**src/rtl/bitty_uart_tx.sv**
```systemverilog
// Bus-mapped 8N1 UART transmitter with a small TX FIFO.
// Latency: ack 1 cycle after request; tx_o falls 2 cycles after the ack of the first byte.
// Backpressure: none on the bus; TXDATA writes into a full FIFO are dropped and flag overflow.
//
// Ports:
//   clk, rst               rising-edge clock, synchronous active-high reset
//   mem_ce_i/mem_we_i      single-cycle bus request / write strobe
//   mem_addr_i[3:2]        register select: 0 TXDATA, 1 STATUS, 2/3 unmapped
//   mem_data_i/mem_data_o  write data / read data (0 outside the ack cycle)
//   mem_ack_o              one-cycle response, one per request
//   tx_o                   serial line, idle high, driven from a flop
module bitty_uart_tx #(
  parameter int CLK_DIV    = 434,
  parameter int FIFO_DEPTH = 8
) (
  input  logic        clk,
  input  logic        rst,
  input  logic        mem_ce_i,
  input  logic        mem_we_i,
  input  logic [31:0] mem_addr_i,
  input  logic [31:0] mem_data_i,
  output logic [31:0] mem_data_o,
  output logic        mem_ack_o,
  output logic        tx_o
);

  localparam int AW = (FIFO_DEPTH > 1) ? $clog2(FIFO_DEPTH) : 1;
  localparam int BW = (CLK_DIV > 1) ? $clog2(CLK_DIV) : 1;

  localparam logic [1:0] S_IDLE  = 2'd0;
  localparam logic [1:0] S_START = 2'd1;
  localparam logic [1:0] S_DATA  = 2'd2;
  localparam logic [1:0] S_STOP  = 2'd3;

  // FIFO state
  logic [7:0]    r_mem [FIFO_DEPTH];
  logic [AW-1:0] r_wr_ptr;
  logic [AW-1:0] r_rd_ptr;
  logic [AW:0]   r_count;
  logic          r_ovf;

  // Transmitter state
  logic [1:0]    r_state;
  logic [BW-1:0] r_baud;
  logic [2:0]    r_bit;
  logic [7:0]    r_shift;
  logic          r_tx;

  // Bus response
  logic          r_ack;
  logic [31:0]   r_rdata;

  logic          w_full;
  logic          w_empty;
  logic          w_busy;
  logic          w_baud_end;
  logic          w_pop;
  logic          w_wr_txdata;
  logic          w_push;
  logic          w_ovf_set;
  logic          w_ovf_clr;
  logic          w_rd_status;
  logic [31:0]   w_status;
  logic          w_unused;

  assign w_full     = (r_count == (AW+1)'(FIFO_DEPTH));
  assign w_empty    = (r_count == '0);
  assign w_busy     = (r_state != S_IDLE);
  assign w_baud_end = (r_baud == BW'(CLK_DIV - 1));

  // The FSM pops when idle, or at the last cycle of a stop bit so the next
  // start bit follows without a gap.
  assign w_pop = !w_empty &&
                 ((r_state == S_IDLE) || ((r_state == S_STOP) && w_baud_end));

  assign w_wr_txdata = mem_ce_i && mem_we_i && (mem_addr_i[3:2] == 2'd0);
  // A pop in the same cycle frees a slot, so a write to a full FIFO still lands.
  assign w_push      = w_wr_txdata && (!w_full || w_pop);
  assign w_ovf_set   = w_wr_txdata && w_full && !w_pop;
  assign w_ovf_clr   = mem_ce_i && mem_we_i && (mem_addr_i[3:2] == 2'd1) && mem_data_i[3];
  assign w_rd_status = mem_ce_i && !mem_we_i && (mem_addr_i[3:2] == 2'd1);

  assign w_status = {28'd0, r_ovf, w_busy, w_empty, w_full};

  // Address/data bits outside the decoded fields are intentionally ignored.
  assign w_unused = ^{mem_addr_i[31:4], mem_addr_i[1:0], mem_data_i[31:8]};

  // FIFO storage: no reset needed, validity is tracked by the count.
  always_ff @(posedge clk) begin
    if (w_push && !rst) begin
      r_mem[r_wr_ptr] <= mem_data_i[7:0];
    end
  end

  always_ff @(posedge clk) begin
    if (rst) begin
      r_wr_ptr <= '0;
      r_rd_ptr <= '0;
      r_count  <= '0;
      r_ovf    <= 1'b0;
    end else begin
      if (w_push) begin
        r_wr_ptr <= r_wr_ptr + 1'b1;
      end
      if (w_pop) begin
        r_rd_ptr <= r_rd_ptr + 1'b1;
      end
      case ({w_push, w_pop})
        2'b10:   r_count <= r_count + 1'b1;
        2'b01:   r_count <= r_count - 1'b1;
        default: r_count <= r_count;
      endcase
      // Set has priority over clear.
      if (w_ovf_set) begin
        r_ovf <= 1'b1;
      end else if (w_ovf_clr) begin
        r_ovf <= 1'b0;
      end
    end
  end

  // Transmit FSM. tx_o is registered from the current state, so the line
  // lags the state by one cycle; every bit still lasts exactly CLK_DIV cycles.
  always_ff @(posedge clk) begin
    if (rst) begin
      r_state <= S_IDLE;
      r_baud  <= '0;
      r_bit   <= '0;
      r_shift <= '0;
      r_tx    <= 1'b1;
    end else begin
      case (r_state)
        S_START: r_tx <= 1'b0;
        S_DATA:  r_tx <= r_shift[0];
        default: r_tx <= 1'b1;
      endcase

      case (r_state)
        S_IDLE: begin
          r_baud <= '0;
          if (w_pop) begin
            r_shift <= r_mem[r_rd_ptr];
            r_state <= S_START;
          end
        end
        S_START: begin
          if (w_baud_end) begin
            r_baud  <= '0;
            r_bit   <= '0;
            r_state <= S_DATA;
          end else begin
            r_baud <= r_baud + 1'b1;
          end
        end
        S_DATA: begin
          if (w_baud_end) begin
            r_baud  <= '0;
            r_shift <= r_shift >> 1;
            if (r_bit == 3'd7) begin
              r_state <= S_STOP;
            end else begin
              r_bit <= r_bit + 1'b1;
            end
          end else begin
            r_baud <= r_baud + 1'b1;
          end
        end
        S_STOP: begin
          if (w_baud_end) begin
            r_baud <= '0;
            if (w_pop) begin
              r_shift <= r_mem[r_rd_ptr];
              r_state <= S_START;
            end else begin
              r_state <= S_IDLE;
            end
          end else begin
            r_baud <= r_baud + 1'b1;
          end
        end
        default: begin
          r_state <= S_IDLE;
          r_baud  <= '0;
        end
      endcase
    end
  end

  // Every request is acked next cycle; only STATUS reads return data.
  always_ff @(posedge clk) begin
    if (rst) begin
      r_ack   <= 1'b0;
      r_rdata <= '0;
    end else begin
      r_ack   <= mem_ce_i;
      r_rdata <= w_rd_status ? w_status : 32'd0;
    end
  end

  assign mem_ack_o  = r_ack;
  assign mem_data_o = r_rdata;
  assign tx_o       = r_tx;

endmodule

```
**config.mk**
```make
export PLATFORM = sky130hd
export DESIGN_NAME = bitty_uart_tx
export DESIGN_NICKNAME = d
export VERILOG_FILES = /design/src/rtl/bitty_uart_tx.sv
export SDC_FILE = /design/constraint.sdc
export NUM_CORES = 1
export LEC_CHECK = 0
export BUFFER_PORTS_ARGS = -buffer_cell sky130_fd_sc_hd__buf_2
export CORE_MARGIN = 3
export CORE_UTILIZATION = 48
export DETAILED_ROUTE_END_ITERATION = 10
export GPL_TIMING_DRIVEN = 0
export PLACE_DENSITY_LB_ADDON = 0.08
export SYNTH_ARGS = -nofsm -noshare
export SYNTH_HDL_FRONTEND = slang
export SYNTH_SLANG_ARGS = --single-unit
```
**constraint.sdc**
```tcl
create_clock -name clk -period 2.8 [get_ports clk]
set_clock_uncertainty 0.15 [all_clocks]
set_input_delay 0.42 -clock clk [delete_from_list [all_inputs] [get_ports clk]]
set_output_delay 0.42 -clock clk [all_outputs]
set_load 0.01 [all_outputs]
```
# After elaboration in Yosys (flattened, before gate mapping)
# Memory sizes are Yosys's and may differ from the RTL's. A register that Yosys moved wholly into a read port is not among the register bits.
# Index checks and enable logic that the tools add are counted.
word_totals:
  reg_bits: 67
  ramBits: 64
  in_bits: 68
  wordCells: 92
  n_memories: 1
memory_table:
  columns: ["memory", "words", "word_bits", "read_ports", "rd_clocked_by_memory_dff", "wr", "line_no", "source"]
  rows:
  - ["r_mem", 8, 8, 1, 1, 1, "36", "logic [7:0] r_mem [FIFO_DEPTH];"]
classes:
  add_sub_neg: 6
  eq_ne: 15
  mux: 25
  n_bitwise: 1
  reduce_logical: 32
ops:
  columns: ["operator", "n"]
  rows:
  - ["two-way mux 8 bit", 3]
  - ["one-hot mux 8 bit (3 select lines)", 1]
  - ["one-hot mux 9 bit (2 select lines)", 1]
  - ["two-way mux 3 bit", 5]
  - ["logical AND 1 bit", 12]
  - ["!= test 2 bit (second input constant)", 6]
  - ["two-way mux 2 bit", 5]
  - ["adder 3 x 1 -> 3 bit (second input constant)", 3]
  - ["adder 9 x 1 -> 9 bit (second input constant)", 1]
  - ["== test 9 bit (second input constant)", 1]
  - ["two-way mux 9 bit", 1]
  - ["one-hot mux 2 bit (4 select lines)", 1]
  - ["one-hot mux 4 bit (2 select lines)", 1]
  - ["nonzero test 2 bit", 4]
  - ["== test 2 x 1 -> 1 bit (second input constant)", 3]
  - ["== test 2 bit (second input constant)", 3]
  - ["one-hot mux 3 bit (2 select lines)", 1]
  - ["zero test 1 bit", 5]
  - ["two-way mux 1 bit", 5]
  - ["AND reduction 5 bit", 1]
  - ["adder 4 x 1 -> 4 bit (second input constant)", 1]
  - ["== test 4 bit (second input constant)", 1]
  - ["zero test 2 bit", 2]
  - ["zero test 4 bit", 1]
  - ["other kinds (10)", 11]

# Depth between registers and ports, before layout
# Gate-level depths: netlist (run 1).
logic_depth:
  word_depth: 9
  depth_mapped: 13
  ltp_nobuf: 13

# Worst setup path before layout (run 1)
# Ideal clock, no wire load.
synth_timing:
  kind: "reg2reg"
  from: "register r_count[0]"
  to: "register r_count[3]"
  setup_time_ns: 0.070
  t_arrival_ns: 2.663
  slack_ns: -0.083
  stages_incl_launch_ff: 12
  period_less_slack_ns: 2.883
  cell_sequence: "dfxtp_1 -> or4b_1 -> a311oi_1 -> nor2b_2 -> inv_1 -> ha_1 -> ha_1 -> a21o_1 -> a21oi_1 -> xnor2_1 -> or3_1 -> a21oi_1"
synth_via:
  elab_chain_cells: 7
  elab_cells_between_ends: 13
  classes_between: "add/sub: 2; eq/ne: 3; mux: 1; reduce/logical: 7"
synth_rtl:
  columns: ["element", "line_no", "source"]
  rows:
  - ["start: declaration", "39", "logic [AW:0] r_count;"]
  - ["start signal: assignment", "109", "2'b10: r_count <= r_count + 1'b1;"]
  - ["start signal: assignment", "110", "2'b01: r_count <= r_count - 1'b1;"]
  - ["start signal: assignment", "111", "default: r_count <= r_count;"]
  - ["zero test 4 bit", "67", "assign w_empty = (r_count == '0);"]
  - ["zero test 1 bit", "73", "assign w_pop = !w_empty &&"]
  - ["logical AND 1 bit", "73", null]
  - ["logical OR 1 bit", "78", "assign w_push = w_wr_txdata && (!w_full || w_pop);"]
  - ["logical AND 1 bit", "78", null]
  - ["== test 2 x 1 -> 1 bit / == test 2 bit (equally long branches)", "108", "case ({w_push, w_pop})"]
  - ["one-hot mux 4 bit (2 select lines) / nonzero test 2 bit (equally long branches)", null, null]
# Several ways; a longest one is shown, not always the timed one.
# A chain may end at the register's enable or synchronous reset.

# Final worst setup path (run 1)
layout_timing:
  from: "register r_count[3]"
  to: "register r_count[3]"
# The elaborated chain is that of the path after synthesis.

==> results.toml, run 1 <==
[setup_path]
timing.rr.end = "r_count[3]"
path_cells = "or4b_4, a311oi_4, nor2b_4, inv_2, ha_4, ha_4, a21o_1, a21oi_2, xnor2_2, or3_1, a21oi_2"
max_stage_delay_ns = 0.51
reg2regPathDepth = 11
crit_path_start_kind = "flip-flop"
cp.required_ns = 2.95
critPathBufInv = 1
cp.depth = 11
regToRegStartpoint = "r_count[3]"
worstPathArrival_ns = 3.07
end_kind = "flip-flop"
cp_max_fo = 5
worstSetupPathType = "flip-flop to flip-flop"
cp_slowest_cell = "or4b_4"
critPathTopFamily = "simple AND/OR/NAND/NOR gates"
r2r_setup_slack_ns = -0.12

[floorplanning]
initial_utilization_pct = 50.01
die_h_um = 104.6
coreArea_sq_um = 9328
rows = 35
dieArea_sq_um = 10940
boundaryPins = 102
die_w_um = 104.6

[logic_synthesis]
ys_seq_area_share_pct = 59.23
synth_area_sq_um = 4664
synthArstFlopShare_pct = 0
synth_edf_count = 64
synth_cells = 365
ys_warn_count = 0
yosys.area.top_type_share_pct = 41.20
yosysTopAreaCell = "edfxtp_1"
synth_area_per_cell_sq_um = 12.78
synth.distinct_cells = 52
synth_common_cells = "64 x edfxtp_1, 42 x dfxtp_1, 41 x nor2_1"
yosys_most_used_dff = "edfxtp_1"
yosysMostFrequentCell = "edfxtp_1"
synthTopCellsByArea = "edfxtp_1 41%, dfxtp_1 18%, buf_4 4.7%, mux4_2 4.3%, ha_1 4.0%"
synth_seq_cells = 106

[run_status]
violations = "negative setup slack"
status = "finished with violations"

[timing]
tns_ns = -0.1199
final_max_slew_viol_count = 0
period_minus_slack_ns = 2.920
slew_headroom_pct = 32.34
rsz0062_at_grt = "yes"
setup_slack_ns = -0.1199
tightest_slew_ns = 1.012
post-route-period-util_pct = 104.3
hold_viol = 0
finalSetupViolations = 1
worst_hold_slack_ns = 0.1695
fmax_mhz = 342.5

[cells_and_area]
finish.utilization_pct = 58.16
drive_above_1_share_pct = 28.70
fin_nets = 511
nFillCells = 790
area_delta_synth_final_pct = 16.31
num_antenna_cells = 0
final_cells = 561

[min_path]
worstHoldPathType = "input port to flip-flop"
hold-path-endpoint = "r_mem[4][7]"
min_path_cells = 1
min-delay-start = "mem_data_i[7]"

[grt]
grt_pass1_vias = 2676
grt_max_degree = 19
grt-busiest-layer = "met2"
use_met3_pct = 2.779
met2_usage_pct = 25.69
grt_pass1_wl_um = 14080
grt_antenna_before_repair = 0
track_usage_pct = 16.62
use_met1_pct = 23.69
grt.overflow.total = 0

[placement]
globalplace.congestion = 0.7216
dp_cells = 540
hpwl_um = 6002
port_buffers = 19

[power_and_ir_drop]
ir_drop_uv = 330.5
power.density_nw_per_um2 = 745.1
p_leak_uw = 0.001956

[run]
drv_cap = 0

[clock_tree]
clockBufferDepth = 2
cts_sinks = 106
path_clk_slew_ns = 0.10
cts_buffers = 9
clk_latency_ns = 0.37
cts_tree = "done"
htree_levels = 3
cts_root_buffer = "clkbuf_8"

[drt]
wire_per_inst_um = 15.91
totalWireLength_um = 8926
ant_nets = 0
vias = 2851
drc = 0
via_per_inst = 5.082
dr.pass1.iters = 4
drt-initial-drc-count = 103
cells in the final DEF (no fill, tap or decap), types with 7 or more instances in the layout:
master / instances
edfxtp_1: 64
dfxtp_1: 37
buf_4: 34
nor2_1: 34
conb_1: 28
buf_2: 23
nor3_1: 16
nor2b_1: 13
ha_1: 12
nand2b_1: 11
clkbuf_8: 11
a211oi_1: 11
mux4_2: 9
nand2_1: 8
a21oi_1: 8
nor2_2: 7
xnor2_1: 7
flip-flops by register name, summed over array words and instances (netlist names), named ones only:
register / cells
mem_ack_o: 1
mem_data_o: 4
r_baud: 9
r_bit: 3
r_count: 4
r_mem: 64
r_ovf: 1
r_rd_ptr: 3
r_shift: 8
r_state: 2
r_wr_ptr: 3
tx_o: 1
routing by layer:
metal | vias up | share of wire [%] | wire [um]
met5 | - | 0 | 0
met4 | 0 | 1.5 | 133
met3 | 11 | 5.6 | 497
met2 | 77 | 46 | 4133
met1 | 1355 | 47 | 4161
li1 | 1408 | - | -
cell type report:
class                   count  area (sq um)  share of cell area (%)
clock buffers              10         127.6                   2.352
repair buffers             24         132.6                   2.445
clock inverters             6         92.59                   1.707
plain buffers              41         302.8                   5.581
well taps                 129         161.4                   2.975
multi-input cells         237          1804                   33.26
flip-flops and latches    106          2774                   51.13
inverters                   8         30.03                  0.5535
worst register-to-register path, delay by kind of cell (launching register included):
family	cells	cell delay, ns
flip-flops	1	0.42
XOR/XNOR	1	0.10
AO/OA/AOI/OAI	4	0.80
AND/OR/NAND/NOR	3	0.98
buffers and inverters	1	0.09
adder cells (fa/ha/maj)	2	0.33
kinds of logic (layout without fill, tap and decap cells):
logic type | after synthesis | count (layout) | share of synthesized area [%]
buffers and inverters | 49 | 89 | 7.135
AOI/OAI and AO/OA | 42 | 42 | 6.438
and+or+nand+nor | 119 | 119 | 13.65
adders and majority gates | 16 | 16 | 4.453
DFF | 106 | 106 | 59.23
muxes | 18 | 18 | 6.384
other | 1 | 28 | 0.08039
xor gates and xnor gates | 14 | 14 | 2.629
metrics by stage:
step | power (uW) | area [sq um] | setup slack (ns)
after global placement | 2889 | 5029 | -0.7997
after global routing | 4282 | 5425 | -0.2192
after detailed placement | 2912 | 5039 | -0.3553
after CTS | 3947 | 5296 | -0.1971
after floorplan | 2666 | 4772 | 0.03370
final | 4042 | 5425 | -0.1199
worst max-delay path by stage:
stage | start | to | slack [ns]
floorplan | r_count[0] | r_count[3] | 0.03
global placement | mem_addr_i[2] | r_mem[0][5] | -0.80
detailed placement | mem_addr_i[2] | r_mem[4][0] | -0.36
CTS | r_count[0] | r_count[3] | -0.20
global route | r_count[3] | r_count[3] | -0.22
finish | r_count[3] | r_count[3] | -0.12
report_power, final:
group / internal, uW / switching [uW] / total [uW] / leakage, uW
sequential: 1750 / 72.0 / 1820 / 0.000920
combinational: 539 / 657 / 1200 / 0.000933
clock: 507 / 516 / 1020 / 0.000103
timing repair:
| action | CTS | global route |
|---|---|---|
| pin swaps | 1 | 9 |
| gates resized for setup | 10 | 21 |
| hold buffers | 0 | 0 |
| endpoints found under the setup margin | 40 | 67 |
| setup buffers | 0 | 5 |
Power figures use the tool's default switching activity.
==> run 2, diff against run 1 <==
Clock period 2.8 ns to 3.05 ns, I/O delays scaled along.
==> run 2 against run 1 <==
The flow now finishes without violations. Hold slack gained 0.023 ns. Largest power group unchanged. Setup slack gained 0.29 ns. Non-clock buffer count shrank 5.
==> results.toml, run 2 (synthesis results as in run 1) <==
[timing]
finalSetupViolations = 0
hold_viol = 0
worst_hold_slack_ns = 0.1921
period_minus_slack_ns = 2.883
slew_headroom_pct = 30.42
setup_slack_ns = 0.1674
fmax_mhz = 346.9
tightest_slew_ns = 1.040
rsz0062_at_grt = "no"
post-route-period-util_pct = 94.51
final_max_slew_viol_count = 0

[power_and_ir_drop]
power.switching_uw = 1140
p_clk_share_pct = 23.9
p_leak_uw = 0.001925
power.density_nw_per_um2 = 666.9
ir_drop_uv = 279.4
swShare_pct = 32.26
p_int_uw = 2393
p_seq_share_pct = 47.5
power.total_uw = 3533
comb_power_share_pct = 28.6

[grt]
track_usage_pct = 17.01
grt.overflow.total = 0
grt_pass1_vias = 2685
grt_antenna_before_repair = 0
grt_max_degree = 20
grt_pass1_wl_um = 14310

[placement]
port_buffers = 19
globalplace.congestion = 0.7526
hpwl_um = 5966
place_area_sq_um = 5032
place_ws_ns = -0.1443

[cells_and_area]
multi_input_area_sq_um = 1748
fin_nets = 506
final_cell_area_sq_um = 5298
num_antenna_cells = 0
nFillCells = 799
largest_reg_flops = 64
drive_above_1_share_pct = 25.76
area_delta_synth_final_pct = 13.57
final_common_cell = "edfxtp_1"
regMostFlops = "r_mem"
seq_area_sq_um = 2769
layout_common_cells = "64 x edfxtp_1, 37 x nor2_1, 37 x dfxtp_1"
top_regs = "r_mem x64, r_baud x9, r_shift x8"

[floorplanning]
coreArea_sq_um = 9328
initial_utilization_pct = 50.01
die_w_um = 104.6
die_h_um = 104.6
dieArea_sq_um = 10940
boundaryPins = 102
rows = 35

[setup_path]
worstSetupPathType = "flip-flop to flip-flop"
cp_max_fo = 6
end_kind = "flip-flop"
crit_path_start_kind = "flip-flop"
worstPathArrival_ns = 3.04
max_stage_delay_ns = 0.57
cp.required_ns = 3.21
path_cells = "or4b_4, a311oi_4, nor2b_4, inv_1, ha_4, ha_1, a21o_1, a21oi_2, xnor2_1, or3_1, a21oi_1"
cp_slowest_cell = "or4b_4"

[clock_tree]
path_clk_slew_ns = 0.11
cts_root_buffer = "clkbuf_8"
htree_levels = 3
clockBufferDepth = 2
cts_setup_buffers = 0
cts_buffers = 9
cts_sinks = 106
hold_buffers = 0
cts_tree = "done"
clk_latency_ns = 0.38

[drt]
drt-initial-drc-count = 96
vias = 2805
drc = 0
via_per_inst = 5.045
totalWireLength_um = 8814
ant_nets = 0
dr.pass1.iters = 4
wire_per_inst_um = 15.85

[min_path]
worstHoldPathType = "input port to flip-flop"

[run]
drv_cap = 0

[run_status]
status = "finished, final reports clean"
[run 2: cell types whose count changed in the layout (fill, tap and decap cells not counted), sizes merged]
cell	delta
bufinv	-2
clkinvlp	-1
buf	-5
inv	+4
clkinv	-1
[run 2: layout make-up]
cell class	instances	area share [%]
plain buffers	41	5.716
inverters	8	0.5668
clock buffers	10	2.598
clock inverters	6	1.016
well taps	129	3.047
multi-input cells	237	32.99
flip-flops and latches	106	52.27
repair buffers	19	1.795
[run 2: path summary, 6_finish.rpt]
| check | to | cells past startpoint | start | slack, ns |
|---|---|---|---|---|
| setup / recovery | r_count[3] | 11 | r_count[0] | 0.17 |
| hold reg to reg | mem_data_o[3] | 2 | r_ovf | 0.32 |
| hold / removal | r_mem[0][2] | 1 | mem_data_i[2] | 0.19 |
| setup reg to reg | r_count[3] | 11 | r_count[0] | 0.17 |
[run 2: routing by layer]
| metal | up-vias | GRT usage [%] | part of all wire, % |
|---|---|---|---|
| met5 | - | 0 | 0 |
| met4 | 0 | 6.654 | 1.1 |
| met3 | 8 | 3.150 | 6.9 |
| met2 | 76 | 26.11 | 45 |
| met1 | 1335 | 24.11 | 47 |
| li1 | 1386 | - | - |
[run 2: repair_timing]
item,CTS,global route
resized for setup,3,16
pin swaps,1,1
setup endpoints to repair,9,22
[run 2: power by group through the flow]
stage / logic [uW] / clock network, uW / registers, uW
after floorplan: 755 / 0 / 1690
after global placement: 950 / 0 / 1700
after detailed placement: 966 / 0 / 1700
after CTS: 975 / 860 / 1670
after global routing: 1150 / 917 / 1690
final: 1010 / 844 / 1680
[run 2: worst max-delay path, delay by kind of cell, from the launching register on]
kind                     cells  cell delay (ns)
AND/OR/NAND/NOR              3             0.96
adder cells (fa/ha/maj)      2             0.37
AO/OA/AOI/OAI                4             0.77
XOR/XNOR                     1             0.08
buffers and inverters        1             0.12
flip-flops                   1             0.37
[run 2: through the flow]
stage	cells	setup TNS (ns)	utilization [%]
after floorplan	392	0	-
after detailed placement	540	-2.413	53.95
final	556	0	56.79
after global routing	556	0	56.79
after CTS	556	0	56.16
after global placement	540	-8.669	53.84
==> run 3, diff against run 2 <==
Settings changed: CORE_UTILIZATION 48 to 51, CTS_CLUSTER_SIZE from default to 25, SLEW_MARGIN from default to 20.
==> run 3 against run 2 <==
Non-clock buffer count increased by 4. Via count increased by 1.8%. Combinational power about the same. Sequential share of layout area increased by 0.19 points. Wire length decreased by 0.87%. Utilization increased by 3.1 points. Die area decreased by 5.6%. Critical endpoint unchanged. Highest routed layer unchanged.
==> results.toml, run 3 (synthesis results as in run 1) <==
[power_and_ir_drop]
p_clk_share_pct = 22.7
ir_drop_uv = 304.2
p_int_uw = 2364
power.density_nw_per_um2 = 659.8
swShare_pct = 32.09
p_leak_uw = 0.001945
power.switching_uw = 1117
comb_power_share_pct = 29.1
p_seq_share_pct = 48.2

[cells_and_area]
regMostFlops = "r_mem"
num_antenna_cells = 0
largest_reg_flops = 64
fin_nets = 510
drive_above_1_share_pct = 25.29
layout_common_cells = "64 x edfxtp_1, 40 x nor2_1, 40 x dfxtp_1"
area_delta_synth_final_pct = 13.12
final_common_cell = "edfxtp_1"
finish.utilization_pct = 59.92
top_regs = "r_mem x64, r_baud x9, r_shift x8"

[setup_path]
critPathTopFamily = "simple AND/OR/NAND/NOR gates"
cp.required_ns = 3.21
worstPathArrival_ns = 3.08
worstSetupPathType = "flip-flop to flip-flop"
end_kind = "flip-flop"
max_stage_delay_ns = 0.56
critPathBufInv = 1
cp_slowest_cell = "or4b_4"
path_cells = "or4b_4, a311oi_4, nor2b_4, inv_2, ha_4, ha_1, a21o_1, a21oi_2, xnor2_1, or3_1, a21oi_1"
crit_path_start_kind = "flip-flop"
cp_max_fo = 6

[clock_tree]
cts_sinks = 106
cts_root_buffer = "clkbuf_8"
htree_levels = 3
hold_buffers = 0
clockBufferDepth = 2
path_clk_slew_ns = 0.11
cts_tree = "done"
clk_latency_ns = 0.37
cts_buffers = 9

[timing]
setup_slack_ns = 0.1320
post-route-period-util_pct = 95.67
final_max_slew_viol_count = 0
period_minus_slack_ns = 2.918
fmax_mhz = 342.7
worst_hold_slack_ns = 0.2131
slew_headroom_pct = 33.66
hold_viol = 0
finalSetupViolations = 0
tightest_slew_ns = 0.9914

[grt]
track_usage_pct = 17.87
grt_max_degree = 19
grt_antenna_before_repair = 0
grt.overflow.total = 0
grt_pass1_wl_um = 13900
grt_pass1_vias = 2706

[run]
drv_cap = 0

[drt]
vias = 2855
via_per_inst = 5.297
drt-initial-drc-count = 142
totalWireLength_um = 8737
ant_nets = 0
drc = 0
wire_per_inst_um = 16.21
dr.pass1.iters = 4

[floorplanning]
rows = 34
coreArea_sq_um = 8806
boundaryPins = 102
die_h_um = 101.6
dieArea_sq_um = 10330
initial_utilization_pct = 52.97
die_w_um = 101.6

[placement]
place_ws_ns = -0.07703
globalplace.congestion = 0.7614
hpwl_um = 6130
port_buffers = 19

[min_path]
worstHoldPathType = "input port to flip-flop"

[run_status]
status = "finished, final reports clean"
==> run 3: cell type report <==
class	instances	area, sq um
plain buffers	41	302.8
inverters	8	30.03
fillers	739	3530
clock inverters	7	53.80
multi-input cells	237	1738
clock buffers	9	123.9
repair buffers	23	125.1
well taps	108	135.1
flip-flops and latches	106	2768
==> run 3: stage by stage <==
step                instance area [sq um]  setup TNS (ns)  cells  total power (uW)
floorplan                            4766               0    392              2445
global placement                     4996          -7.945    519              2641
detailed placement                   5021         -0.6878    521              2667
CTS                                  5211               0    537              3451
global route                         5276       -0.007055    539              3689
finish                               5276               0    539              3481
==> run 3: worst paths after layout <==
kind / endpoint / start / cells past startpoint / slack [ns]
worst max-delay path: r_count[3] / r_count[0] / 11 / 0.13
worst min-delay path: r_mem[1][6] / mem_data_i[6] / 1 / 0.21
worst max register to register: r_count[3] / r_count[0] / 11 / 0.13
worst min register to register: mem_data_o[3] / r_ovf / 2 / 0.31
==> run 3: repair_timing <==
action | 4_1_cts | 5_1_grt
setup endpoints to repair | 1 | 26
resized for setup | 2 | 12
pin swaps | 1 | 1
cloned | 0 | 0
buffers inserted | 0 | 2
==> run 3: layer usage <==
layer	routed length (um)	track usage [%]
met2	4222	27.82
met5	0	0
met3	455	3.168
met4	61	6.135
met1	3997	25.45
==> run 3: power by group through the flow <==
stage	combinational [uW]	clock [uW]	sequential, uW
2_1_floorplan	755	0	1690
3_3_place_gp	941	0	1700
3_5_place_dp	963	0	1700
4_1_cts	972	807	1670
5_1_grt	1130	866	1690
6_report	1010	790	1680
